`src/rtl/mem_stage_pkg.sv`:
```
// Shared processor package for the memory stage.
// Holds the FSM state encoding, exception codes, bus payload structs and
// a small alignment helper.
package mem_stage_pkg;

  localparam int unsigned XLEN   = 32;
  localparam int unsigned REG_AW = 5;
  localparam int unsigned EXC_W  = 2;

  typedef enum logic [1:0] {
    IDLE = 2'd0,
    REQ  = 2'd1,
    WAIT = 2'd2,
    RESP = 2'd3
  } state_t;

  localparam logic [EXC_W-1:0] EXC_NONE     = 2'b00;
  localparam logic [EXC_W-1:0] EXC_MISALIGN = 2'b01;
  localparam logic [EXC_W-1:0] EXC_TIMEOUT  = 2'b10;

  // Writeback bundle presented to the next stage.
  typedef struct packed {
    logic [XLEN-1:0]   data;
    logic [REG_AW-1:0] rd;
    logic              reg_write;
    logic              exc;
    logic [EXC_W-1:0]  exc_code;
  } wb_bundle_t;

  // Command held on the data-memory bus while a request is outstanding.
  typedef struct packed {
    logic            we;
    logic [XLEN-1:0] addr;
    logic [XLEN-1:0] wdata;
  } dmem_cmd_t;

  // Word accesses must have the two low address bits clear.
  function automatic logic is_misaligned(input logic [XLEN-1:0] addr);
    return addr[1:0] != 2'b00;
  endfunction

endpackage

```
`src/rtl/mem_stage_if.sv`:
```
// Data-memory bus between the memory stage (master) and the memory (slave).
//   dmem_req/dmem_we/dmem_addr/dmem_wdata : request command from master
//   dmem_gnt    : request accepted
//   dmem_rvalid : read data valid, dmem_rdata : read data
interface mem_stage_if;
  import mem_stage_pkg::*;

  logic            dmem_req;
  logic            dmem_we;
  logic [XLEN-1:0] dmem_addr;
  logic [XLEN-1:0] dmem_wdata;
  logic            dmem_gnt;
  logic            dmem_rvalid;
  logic [XLEN-1:0] dmem_rdata;

  modport master (
    output dmem_req, dmem_we, dmem_addr, dmem_wdata,
    input  dmem_gnt, dmem_rvalid, dmem_rdata
  );

  modport slave (
    input  dmem_req, dmem_we, dmem_addr, dmem_wdata,
    output dmem_gnt, dmem_rvalid, dmem_rdata
  );

endinterface

```
`src/rtl/mem_stage.sv`:
```
// Pipeline memory stage: accepts an execute result, performs an optional
// load/store on the data-memory bus with alignment and timeout checking,
// and presents a writeback bundle.
//   clk, rst_n               : clock, async active-low reset
//   in_valid/in_ready        : execute-stage handshake
//   alu_result, reg_data2    : address / ALU data, store data
//   mem_read, mem_write, reg_write, rd : operation controls
//   dmem                     : data-memory bus (master side)
//   out_valid/out_ready      : writeback handshake
//   wb_data, wb_rd, wb_reg_write, exc, exc_code : writeback bundle
module mem_stage
  import mem_stage_pkg::*;
#(
  parameter int unsigned TIMEOUT_CYCLES = 255,
  parameter bit          CHECK_ALIGN    = 1'b1
) (
  input  logic              clk,
  input  logic              rst_n,
  input  logic              in_valid,
  output logic              in_ready,
  input  logic [XLEN-1:0]   alu_result,
  input  logic [XLEN-1:0]   reg_data2,
  input  logic              mem_read,
  input  logic              mem_write,
  input  logic              reg_write,
  input  logic [REG_AW-1:0] rd,
  mem_stage_if.master       dmem,
  output logic              out_valid,
  input  logic              out_ready,
  output logic [XLEN-1:0]   wb_data,
  output logic [REG_AW-1:0] wb_rd,
  output logic              wb_reg_write,
  output logic              exc,
  output logic [EXC_W-1:0]  exc_code
);

  localparam int unsigned    CNT_W    = $clog2(TIMEOUT_CYCLES + 1);
  // Last count value before the wait would reach TIMEOUT_CYCLES cycles.
  localparam logic [CNT_W-1:0] CNT_LAST = CNT_W'(TIMEOUT_CYCLES - 1);

  state_t           r_state,     w_state_nxt;
  logic [CNT_W-1:0] r_cnt,       w_cnt_nxt;
  dmem_cmd_t        r_cmd,       w_cmd_nxt;
  wb_bundle_t       r_wb,        w_wb_nxt;
  logic             r_is_load,   w_is_load_nxt;
  logic             r_dmem_req,  w_dmem_req_nxt;
  logic             r_in_ready,  w_in_ready_nxt;
  logic             r_out_valid, w_out_valid_nxt;

  logic w_is_mem;
  logic w_is_store;

  assign w_is_mem   = mem_read | mem_write;
  // Read wins when both controls are set.
  assign w_is_store = mem_write & ~mem_read;

  // State and datapath registers.
  always_ff @(posedge clk or negedge rst_n) begin
    if (!rst_n) begin
      r_state     <= IDLE;
      r_cnt       <= '0;
      r_cmd       <= '0;
      r_wb        <= '0;
      r_is_load   <= 1'b0;
      r_dmem_req  <= 1'b0;
      r_in_ready  <= 1'b1;
      r_out_valid <= 1'b0;
    end else begin
      r_state     <= w_state_nxt;
      r_cnt       <= w_cnt_nxt;
      r_cmd       <= w_cmd_nxt;
      r_wb        <= w_wb_nxt;
      r_is_load   <= w_is_load_nxt;
      r_dmem_req  <= w_dmem_req_nxt;
      r_in_ready  <= w_in_ready_nxt;
      r_out_valid <= w_out_valid_nxt;
    end
  end

  // Next-state and next-output logic.
  always_comb begin
    w_state_nxt   = r_state;
    w_cnt_nxt     = r_cnt;
    w_cmd_nxt     = r_cmd;
    w_wb_nxt      = r_wb;
    w_is_load_nxt = r_is_load;

    unique case (r_state)
      IDLE: begin
        if (in_valid) begin
          w_wb_nxt.data      = alu_result;
          w_wb_nxt.rd        = rd;
          w_wb_nxt.reg_write = reg_write & (rd != '0) & ~w_is_store;
          w_wb_nxt.exc       = 1'b0;
          w_wb_nxt.exc_code  = EXC_NONE;
          if (!w_is_mem) begin
            w_state_nxt = RESP;
          end else if (CHECK_ALIGN && is_misaligned(alu_result)) begin
            w_state_nxt        = RESP;
            w_wb_nxt.reg_write = 1'b0;
            w_wb_nxt.exc       = 1'b1;
            w_wb_nxt.exc_code  = EXC_MISALIGN;
          end else begin
            w_state_nxt     = REQ;
            w_cnt_nxt       = '0;
            w_cmd_nxt.we    = w_is_store;
            w_cmd_nxt.addr  = alu_result;
            w_cmd_nxt.wdata = reg_data2;
            w_is_load_nxt   = mem_read;
          end
        end
      end

      REQ: begin
        // A grant in the final counted cycle still wins over the timeout.
        if (dmem.dmem_gnt) begin
          w_cmd_nxt.we = 1'b0;
          w_cnt_nxt    = '0;
          w_state_nxt  = r_is_load ? WAIT : RESP;
        end else if (r_cnt == CNT_LAST) begin
          w_cmd_nxt.we       = 1'b0;
          w_state_nxt        = RESP;
          w_wb_nxt.reg_write = 1'b0;
          w_wb_nxt.exc       = 1'b1;
          w_wb_nxt.exc_code  = EXC_TIMEOUT;
        end else begin
          w_cnt_nxt = r_cnt + CNT_W'(1);
        end
      end

      WAIT: begin
        if (dmem.dmem_rvalid) begin
          w_wb_nxt.data = dmem.dmem_rdata;
          w_state_nxt   = RESP;
        end else if (r_cnt == CNT_LAST) begin
          w_state_nxt        = RESP;
          w_wb_nxt.reg_write = 1'b0;
          w_wb_nxt.exc       = 1'b1;
          w_wb_nxt.exc_code  = EXC_TIMEOUT;
        end else begin
          w_cnt_nxt = r_cnt + CNT_W'(1);
        end
      end

      RESP: begin
        if (out_ready) begin
          w_state_nxt = IDLE;
        end
      end

      default: begin
        w_state_nxt = IDLE;
      end
    endcase

    // Handshake flags are registered decodes of the next state.
    w_in_ready_nxt  = (w_state_nxt == IDLE);
    w_out_valid_nxt = (w_state_nxt == RESP);
    w_dmem_req_nxt  = (w_state_nxt == REQ);
  end

  assign in_ready        = r_in_ready;
  assign out_valid       = r_out_valid;
  assign dmem.dmem_req   = r_dmem_req;
  assign dmem.dmem_we    = r_cmd.we;
  assign dmem.dmem_addr  = r_cmd.addr;
  assign dmem.dmem_wdata = r_cmd.wdata;
  assign wb_data         = r_wb.data;
  assign wb_rd           = r_wb.rd;
  assign wb_reg_write    = r_wb.reg_write;
  assign exc             = r_wb.exc;
  assign exc_code        = r_wb.exc_code;

endmodule

```
`src/flat_wrapper.sv`:
```
// flat-port wrapper written by rule: the top's interface ports become plain ports
module mem_stage_flat import mem_stage_pkg::*;
#(
  parameter int unsigned TIMEOUT_CYCLES = 255,
  parameter bit          CHECK_ALIGN    = 1'b1
)
  (clk, rst_n, in_valid, in_ready, alu_result, reg_data2, mem_read, mem_write, reg_write, rd, out_valid, out_ready, wb_data, wb_rd, wb_reg_write, exc, exc_code, dmem_dmem_req, dmem_dmem_we, dmem_dmem_addr, dmem_dmem_wdata, dmem_dmem_gnt, dmem_dmem_rvalid, dmem_dmem_rdata);
  mem_stage_if dmem_i ();
  input  logic clk;
  input  logic rst_n;
  input  logic in_valid;
  output logic in_ready;
  input  logic [XLEN-1:0] alu_result;
  input  logic [XLEN-1:0] reg_data2;
  input  logic mem_read;
  input  logic mem_write;
  input  logic reg_write;
  input  logic [REG_AW-1:0] rd;
  output logic out_valid;
  input  logic out_ready;
  output logic [XLEN-1:0] wb_data;
  output logic [REG_AW-1:0] wb_rd;
  output logic wb_reg_write;
  output logic exc;
  output logic [EXC_W-1:0] exc_code;
  output wire logic [$bits(dmem_i.dmem_req)-1:0] dmem_dmem_req;
  output wire logic [$bits(dmem_i.dmem_we)-1:0] dmem_dmem_we;
  output wire logic [$bits(dmem_i.dmem_addr)-1:0] dmem_dmem_addr;
  output wire logic [$bits(dmem_i.dmem_wdata)-1:0] dmem_dmem_wdata;
  input wire logic [$bits(dmem_i.dmem_gnt)-1:0] dmem_dmem_gnt;
  input wire logic [$bits(dmem_i.dmem_rvalid)-1:0] dmem_dmem_rvalid;
  input wire logic [$bits(dmem_i.dmem_rdata)-1:0] dmem_dmem_rdata;
  assign dmem_dmem_req = dmem_i.dmem_req;
  assign dmem_dmem_we = dmem_i.dmem_we;
  assign dmem_dmem_addr = dmem_i.dmem_addr;
  assign dmem_dmem_wdata = dmem_i.dmem_wdata;
  assign dmem_i.dmem_gnt = dmem_dmem_gnt;
  assign dmem_i.dmem_rvalid = dmem_dmem_rvalid;
  assign dmem_i.dmem_rdata = dmem_dmem_rdata;
  mem_stage #(.TIMEOUT_CYCLES(TIMEOUT_CYCLES), .CHECK_ALIGN(CHECK_ALIGN)) u_core (.clk(clk), .rst_n(rst_n), .in_valid(in_valid), .in_ready(in_ready), .alu_result(alu_result), .reg_data2(reg_data2), .mem_read(mem_read), .mem_write(mem_write), .reg_write(reg_write), .rd(rd), .dmem(dmem_i), .out_valid(out_valid), .out_ready(out_ready), .wb_data(wb_data), .wb_rd(wb_rd), .wb_reg_write(wb_reg_write), .exc(exc), .exc_code(exc_code));
endmodule
```
`config.mk`:
```
export PLATFORM = sky130hd
export DESIGN_NAME = mem_stage_flat
export DESIGN_NICKNAME = d
export VERILOG_FILES = /design/src/rtl/mem_stage_pkg.sv /design/src/rtl/mem_stage_if.sv /design/src/rtl/mem_stage.sv /design/src/flat_wrapper.sv
export SDC_FILE = /design/constraint.sdc
export NUM_CORES = 1
export LEC_CHECK = 0
export CAP_MARGIN = 20
export CORE_ASPECT_RATIO = 0.7
export CORE_MARGIN = 2
export CORE_UTILIZATION = 43
export DETAILED_ROUTE_END_ITERATION = 10
export HOLD_SLACK_MARGIN = 0.12
export PLACE_DENSITY = 0.8
export SYNTH_ARGS = -nofsm -noshare
export SYNTH_HDL_FRONTEND = slang
export SYNTH_SLANG_ARGS = --single-unit
```
`constraint.sdc`:
```
create_clock -name clk -period 3.1 [get_ports clk]
set_input_delay 0.31 -clock clk [delete_from_list [all_inputs] [get_ports clk]]
set_output_delay 0.31 -clock clk [all_outputs]
set_load 0.05 [all_outputs]
```
; Word level (Yosys, flattened, before mapping)
; Cells that the tools add are included.
[classes]
n_reduce_logical = 13
mux = 31
bitwise_logic = 7
eq_ne = 13
addsub = 1
[op_table]
columns = cell, n
row1 = 65-bit two-way mux, 3
row2 = 32-bit case mux with 2 select lines, 1
row3 = 8-bit two-way mux, 6
row4 = 41-bit two-way mux, 1
row5 = 32-bit two-way mux, 1
row6 = 8-bit case mux with 3 select lines, 1
row7 = 4-bit two-way mux, 5
row8 = 2-bit two-way mux, 7
row9 = 4-bit case mux with 3 select lines, 1
row10 = 2-bit != test (second input constant), 5
row11 = 5-bit AND reduction, 2
row12 = 8-bit by 1-bit adder with 8-bit output (second input constant), 1
row13 = 8-bit equality test (second input constant), 1
row14 = 2-bit case mux with 4 select lines, 1
row15 = 4-bit AND reduction, 2
row16 = 2-bit equality test (second input constant), 3
row17 = 2-bit nonzero test, 3
row18 = 5-bit nonzero test, 1
row19 = 2-bit by 1-bit equality test with 1-bit output (second input constant), 2
row20 = 2-bit zero test, 2
row21 = 1-bit AND, 3
row22 = 1-bit two-way mux, 3
row23 = 3-bit by 2-bit != test with 1-bit output (second input constant), 1
row24 = 1-bit inverter, 3
row25 = other kinds (6), 6
[totals]
out_inout_bits = 109
register_bits = 120
in_bits = 110

; Depth between registers and ports, before layout
; Gate-level depths: netlist of run 1.
[logic_depth]
depth_word = 8
ltp_mapped = 9
ltp_nobuf = 6

; Least setup slack after synthesis of run 1
; OpenSTA, ideal clock, no wires.
[synth_path]
path_kind = reg2reg
startpoint = reg u_core.r_state[0]
endpoint = reg u_core.r_cmd, in the netlist u_core.dmem.dmem_addr[10]
setup_ps = 125
synth_period_minus_slack_ps = 2147
path_stages_with_launch = 10
t_arrival_ps = 2022
path_slack_ps = 953
path_cell_list = dfrtp_1 inv_1 ha_1 buf_4 or3b_1 or2_1 clkbuf_1 buf_6 buf_8 mux2_4
[synth_between]
elab_chain_cells = 2
[synth_rtl]
columns = item, line
row1 = start: declaration, mem_stage.sv:41  ; state_t r_state, w_state_nxt;
row2 = start signal: assignment, mem_stage.sv:69  ; r_state <= w_state_nxt;
row3 = 2-bit zero test, mem_stage.sv:88  ; unique case (r_state)
row4 = 4-bit AND reduction (no line), --
row5 = end signal: assignment, mem_stage.sv:71  ; r_cmd <= w_cmd_nxt;
row6 = end: declaration, mem_stage.sv:43  ; dmem_cmd_t r_cmd, w_cmd_nxt;
; Every way passes these cells.
; A chain may end at the register's enable or synchronous reset.

; Final worst setup path of run 1
[layout_path]
startpoint = reg u_core.r_state[1]
endpoint = reg u_core.r_cmd, in the netlist u_core.dmem.dmem_we
[layout_between]
elab_chain_cells = 3
elab_cells_between_ends = 9
cone_classes = eq/ne (5) / mux (1) / reduce/logical (3)
[layout_rtl]
columns = item, line
row1 = 2-bit by 1-bit equality test with 1-bit output or 2-bit zero test (tied branches), mem_stage.sv:88
row2 = "3-bit by 2-bit != test with 1-bit output (no line), or another cell as far along", --
row3 = 5-bit AND reduction (no line), --
; Parallel ways exist; a longest one is shown, timed or not.

==> results of run 1 <==
-- how the worst min path moves through the flow --
stage / from / endpoint / slack [ns] / cells after the start
3_3_place_gp: rst_n / u_core.wb_data[3]$_DFFE_PN0P_ / 0.41 / 1
6_report: u_core.exc$_DFFE_PN0P_ / u_core.exc$_DFFE_PN0P_ / 0.49 / 1
3_5_place_dp: rst_n / u_core.wb_data[6]$_DFFE_PN0P_ / 0.42 / 1
2_1_floorplan: rst_n / u_core.dmem.dmem_addr[0]$_DFFE_PN0P_ / 0.01 / 0
4_1_cts: u_core.exc$_DFFE_PN0P_ / u_core.exc$_DFFE_PN0P_ / 0.50 / 1
5_1_grt: reg_data2[14] / u_core.dmem.dmem_wdata[14]$_DFFE_PN0P_ / 0.50 / 2
-- sequential cells by signal, summed over array words and instances, names as in the netlist --
register	cells
u_core.r_state	2
u_core.dmem.dmem_req	1
u_core.r_cnt	8
u_core.exc_code	2
u_core.in_ready	1
u_core.dmem.dmem_addr	32
u_core.out_valid	1
u_core.r_is_load	1
u_core.dmem.dmem_wdata	32
u_core.wb_data	32
u_core.dmem.dmem_we	1
u_core.wb_reg_write	1
u_core.exc	1
u_core.wb_rd	5
-- layout make-up --
| class | instances | area, µm² |
|---|---|---|
| timing repair buffer | 226 | 2280 |
| tap | 157 | 196 |
| multi-input combinational | 264 | 2070 |
| sequential | 120 | 3000 |
| fill | 840 | 3630 |
| inverter | 5 | 18.8 |
| clock inverter | 14 | 125 |
| clock buffer | 18 | 439 |
-- synthesized netlist by cell type, types with 2 or more instances --
cell type  number
a211oi_1        2
a21o_1          4
a21oi_1        43
a22o_1          2
a22oi_1        32
a31o_2          2
a31oi_1         3
a41o_1          2
a41oi_1         2
and2_1          3
and3_1          3
and4_1          2
buf_1           2
buf_2           4
buf_6           2
buf_8           2
clkbuf_1       15
dfrtp_1       119
ha_1            7
inv_1           5
mux2_2         42
mux2_4         27
nand2_1         5
nand2b_1        3
nand3_1         3
nand4_1         2
nor2_1         44
nor2b_1         5
o211ai_1        2
o21a_1          3
o21ai_0         3
o21ai_1         2
-- cells by family after synthesis --
logic type | count (synthesis) | share of synthesized area (%)
compound gates | 110 | 13.8
fa+ha+maj | 7 | 1.67
buf+inv | 31 | 3.11
flops | 120 | 57.4
mux | 70 | 17.0
simple gates | 77 | 7.01
-- stage by stage --
stage	instances	hold slack, ns	power, µW
3_5_place_dp	771	0.417	8890
4_1_cts	804	0.499	10800
3_3_place_gp	771	0.406	8740
5_1_grt	804	0.503	11200
6_report	804	0.494	10700
2_1_floorplan	415	0.0144	6760
-- critical path: stages, from the launching register on --
cell	delay (ns)
dfrtp_1	0.46
inv_1	0.12
ha_1	0.35
or3b_1	0.43
or2_4	0.40
buf_12	0.26
a22oi_1	0.21
mux2i_1	0.20
-- routing by layer --
| metal | up-vias | part of all wire, % |
|---|---|---|
| met1 | 2078 | 41 |
| met3 | 12 | 10 |
| met2 | 198 | 47 |
| li1 | 1956 | - |
| met5 | - | 0 |
| met4 | 0 | 1.1 |
-- timing repair --
item                                    4_1_cts  5_1_grt
endpoints found under the setup margin        0        0
gates resized for setup                       0        0
hold buffers                                  1        0
hold endpoints to repair                     54        0
-- power by group through the flow --
stage / clock network [µW] / logic [µW] / registers, µW
2_1_floorplan: 0 / 1620 / 5140
3_3_place_gp: 0 / 6030 / 2720
3_5_place_dp: 0 / 6130 / 2760
4_1_cts: 1890 / 6160 / 2750
5_1_grt: 1970 / 6430 / 2840
6_report: 1840 / 6130 / 2740
==> summary.md, run 1 <==
| Metric | Value |
|---|---|
| Initial DRC count | 197 |
| Pleak | 0.00353 µW |
| Fin area | around 8100 µm² |
| DPL Wire Length | 10.8 mm |
| Met1 usage | 28.4% |
| Placed Instance Area | roughly 7600 µm² |
| Most common cell after layout, fill and taps aside | clkdlybuf4s50_1 |
| Worst slew pin tran | 0.760 ns |
| Syn Area/Cell | 12.6 µm² |
| Area contributors post-synth | dfrtp_1 (57%), mux2_2 (9.0%), mux2_4 (7.7%), a22oi_1 (4.6%), a21oi_1 (4.1%) |
| Part of the Yosys area used for sequential elements | 57.4% |
| Synth top area share | a little under three fifths |
| Largest net degree at the start of global routing | 65 |
| Launching point of the worst reg2reg path | u_core.r_state[1]$_DFF_PN0_ |
| Yosys Warn Count | 0 |
| Top Usage Layer GRT | met2 |
| Die area | about 13,000 µm² |
| Crit Path Max Fanout | 47 |
| Routed wire per std cell | 18.6 µm |
| Dpl ws | between 0.5 and 0.6 ns |
| CP Capture Type | register |
| DR vias/cell | 5.28 |
| Cell depth of the worst flop-to-flop path | 7 |
| Final core occ | just under 70% |
| IO Port Bufs | 218 |
| IO Count | 219 |
| CTS buffer count | 17 |
| Die height | 96.3 µm |
| Worst-Skew Late Latency | approximately 0.40 ns |
| GRT Overall Usage | 22.9% |
| GRT overflow | 0 |
| CTS max path bufs | 2 |
| Post-synth EDFFs | 0 |
| Reg power frac | around 26% |
| CTS Root Cell | clkbuf_16 |
| RSZ-0062 raised after global routing | false |
| Post-synth top flop | dfrtp_1 |
| CP Data Required Time | 3.42 ns |
| DR vias | ~4,200 |
| Mapped Nets | between 500 and 600 |
| Worst vdd ir | 1.02 mV |
| Setup ws final | 0.552 ns |
| Pint | 5670 µW |
| FF+latch count, synth | 120 |
| Dominant cell type by area after synthesis | dfrtp_1 |
| Max-slew violation count | 0 |
| Crit Path Category | reg -> reg |
| Antenna viol nets, final | 0 |
| Fin. Hold Viols | 0 |
| Diodes inserted | 0 |
| Status | finished, final reports clean |
| Critical path origin | u_core.r_state[1]$_DFF_PN0_ |
| Layout area overhead | 55.5% |
| Fmax | roughly 390 MHz |
| Met3 Use GR | 9.53% |
| Worst setup path endpoint | u_core.dmem.dmem_we$_DFFE_PN0P_ |
| Post-layout nets | between 700 and 800 |
| Initial antenna violation count | 0 |
| Hold WC Path Type | reg -> reg |
| Row count | 33 |
| Setup TNS | 0 ns |
| Most frequent cells in the layout | clkdlybuf4s50_1 (217), dfrtp_1 (119), nor2_1 (44) |
| Global-route wire length before repair | 22.7 mm |
| Core Region | 11,800 µm² |
| Flop2flop setup slack | 0.55 ns |
| Setup Fix Bufs, Post-CTS | 0 |
| CTS tree | yes |
| Final min period | 2.55 ns |
| Worst EP arrival | 2.87 ns |
| RR Endpoint | u_core.dmem.dmem_we$_DFFE_PN0P_ |
| Met2 Track Usage GR | 37.5% |
| Clock Sinks | 120 |
| Worst-path clk slew | around 0.060 ns |
| Post-synth cell types | 50 |
| Relative slew slack | 49.1% |
| Drt total wl | 15.0 mm |
| Mapped Cells | 415 |
| Period utilisation layout | 82.2% |
| Clk_skew | 0.00741 ns |
| Mapped cell area | around 5200 µm² |
| PD cells | 1320 nW/µm² |
| Starting density of the core | 44.5% |
| Drt drc | 0 |
| Sw frac | roughly 47% |
| Vias in the first global route | 4,351 |
| GPL Wtd Cong | 0.826 |
| CP startpoint kind | register |
| Comb pwr share | 57.2% |
| Chip Width | 136 µm |
| Pre-Repair DR Iteration Count | 5 |
| Setup violators final | 0 |
| CTS H-Tree Depth | 4 |
| Clock share of power | approximately 17% |
| Ys async rst share | 100% |
| Max Cap Viol | 0 |
| Net Switching | 5040 µW |
| Share of layout cells above drive strength 1 | 17.9% |
Power figures use the tool's default switching activity.
==> inputs of run 2 (changes only) <==
- clock period: 3.1 -> 2.6 ns (I/O delays scaled with it)
==> summary.md, run 2 (synthesis gave the netlist of run 1 again) <==
| Metric | Value |
|---|---|
| CTS tree | yes |
| Initial antenna violation count | 0 (unchanged) |
| CTS buffer count | 17 (unchanged) |
| Starting density of the core | 44.5% (unchanged) |
| Pre-Repair DR Iteration Count | 5 (unchanged) |
| Clock share of power | 18.8% (+1.6 points) |
| Crit Path Category | reg -> reg |
| Pint | 7050 µW (+24%) |
| Power Total | 13,000 µW (+22%) |
| PD cells | 1580 nW/µm² (+20%) |
| Worst-path clk slew | 0.05 ns (about the same) |
| Largest net degree at the start of global routing | 66 (+1.5%) |
| Crit-path cells | inv_1 > ha_1 > or3b_1 > or2_4 > buf_12 > mux2_4 |
| Setup violators final | 0 (unchanged) |
| Worst-Skew Late Latency | 0.40 ns (about the same) |
| IO Port Bufs | 218 (unchanged) |
| Worst vdd ir | 1.00 mV (-2.0%) |
| Die area | 13,100 µm² (unchanged) |
| Chip Width | 136 µm (unchanged) |
| Status | finished, final reports clean |
| Hold-fix buffers, CTS | 1 (unchanged) |
| Most common cell after layout, fill and taps aside | clkdlybuf4s50_1 |
| Final min period | 2.25 ns (-0.303 ns) |
| CTS H-Tree Depth | 4 (unchanged) |
| Comb pwr share | 55.9% (-1.3 points) |
| Fin. Hold Viols | 0 (unchanged) |
| Share of layout cells above drive strength 1 | 18.4% (+0.45 points) |
| Setup Fix Bufs, Post-CTS | 0 (unchanged) |
| Initial DRC count | 233 (+18%) |
| Routed wire per std cell | 18.6 µm (-0.10%) |
| RSZ-0062 raised after global routing | false |
| CTS resizes | 0 (unchanged) |
| Diodes inserted | 0 (unchanged) |
| Sw frac | 45.9% (-1.2 points) |
| Crit Path Max Fanout | 26 (-45%) |
| Worst EP arrival | 2.53 ns (-0.34 ns) |
| DPL Wire Length | 10.9 mm (+0.76%) |
| Core Region | 11,800 µm² (unchanged) |
| DR vias/cell | 5.23 (-0.83%) |
| Max Cap Viol | 0 (unchanged) |
| Relative slew slack | 59.5% (+10 points) |
| Die height | 96.3 µm (unchanged) |
| DR vias | 4,240 (-0.094%) |
| CTS max path bufs | 2 (unchanged) |
| Vias in the first global route | 4,362 (+0.25%) |
| Reg power frac | 25.2% (-0.4 points) |
| Row count | 33 (unchanged) |
| GPL Wtd Cong | 0.850 (+3.0%) |
| Worst slew pin tran | 0.607 ns (-0.152 ns) |
| Max incr delay on CP | 0.47 ns (about the same) |
| CTS Root Cell | clkbuf_16 |
| Post-layout nets | 757 (+0.80%) |
| Global-route wire length before repair | 23.0 mm (+1.2%) |
| Period utilisation layout | 86.4% (+4.2 points) |
| Final Hold Slack | 0.250 ns (-0.243 ns) |
| Cell depth of the worst flop-to-flop path | 6 (-1) |
| CP Capture Type | register |
| CP Data Required Time | 2.89 ns (-0.53 ns) |
| Clock Sinks | 120 (unchanged) |
| Crit-path slowest cell | dfrtp_1 |
| GRT overflow | 0 (unchanged) |
| GRT Overall Usage | 23.3% (+0.42 points) |
| Most frequent cells in the layout | clkdlybuf4s50_1 (217), dfrtp_1 (119), nor2_1 (44) |
| Clk_skew | 0.00565 ns (-0.00175 ns) |
| Fmax | 445 MHz (+13%) |
| CP startpoint kind | register |
| Hold WC Path Type | in -> async |
| Pleak | 0.00359 µW (+1.9%) |
| Setup ws final | 0.355 ns (-0.197 ns) |
| Drt total wl | 15.1 mm (+0.64%) |
| IO Count | 219 (unchanged) |
| Dpl ws | 0.327 ns (-0.239 ns) |
| Layout area overhead | 57.5% |
| Drt drc | 0 (unchanged) |
| Setup TNS | 0 ns (unchanged) |
| Antenna viol nets, final | 0 (unchanged) |
| Net Switching | 5980 µW (+18%) |
| Max-slew violation count | 0 (unchanged) |
-- run 2: worst paths after layout --
path	start	slack [ns]	end
setup / recovery	u_core.r_state[0]$_DFF_PN0_	0.35	u_core.dmem.dmem_addr[4]$_DFFE_PN0P_
hold / removal	rst_n	0.25	u_core.wb_data[3]$_DFFE_PN0P_
setup reg to reg	u_core.r_state[0]$_DFF_PN0_	0.35	u_core.dmem.dmem_addr[4]$_DFFE_PN0P_
hold reg to reg	u_core.dmem.dmem_addr[1]$_DFFE_PN0P_	0.49	u_core.dmem.dmem_addr[1]$_DFFE_PN0P_
max in group asynchronous	rst_n	1.56	u_core.dmem.dmem_addr[0]$_DFFE_PN0P_
min in group clk	reg_data2[26]	0.46	u_core.dmem.dmem_wdata[26]$_DFFE_PN0P_
-- run 2: critical path, delay by kind of cell, from the launching register on --
family | cells | cell delay, ns
DFF | 1 | 0.47
and+or+nand+nor | 2 | 0.80
muxes | 1 | 0.31
buffers and inverters | 2 | 0.37
adders and majority gates | 1 | 0.16
-- run 2: layout make-up --
type                       instances  area [µm²]
clock buffer                      20         447
inverter                           5        18.8
timing repair buffer             232        2320
clock inverter                    12         175
multi-input combinational        264        2070
sequential                       120        3000
tap                              157         196
fill                             829        3530
-- run 2: metrics by stage --
| step | area (µm²) | instances | utilization (%) |
|---|---|---|---|
| after CTS | 8240 | 810 | 70.0 |
| after global routing | 8240 | 810 | 70.0 |
| final | 8240 | 810 | 70.0 |
| after floorplan | 5230 | 415 | - |
| after detailed placement | 7610 | 777 | 64.6 |
| after global placement | 7610 | 777 | 64.6 |
-- run 2: per-layer routing --
metal	wire length, µm	global-route usage, %
met5	0	0
met4	182	7.81
met3	1640	9.37
met2	7050	37.2
met1	6200	29.2
-- run 2: power groups by stage --
stage	registers (µW)	logic, µW	clock network [µW]
after global placement	3270	7160	0
after floorplan	6130	1930	0
final	3290	7280	2450
after CTS	3290	7310	2490
after global routing	3390	7680	2580
after detailed placement	3310	7280	0
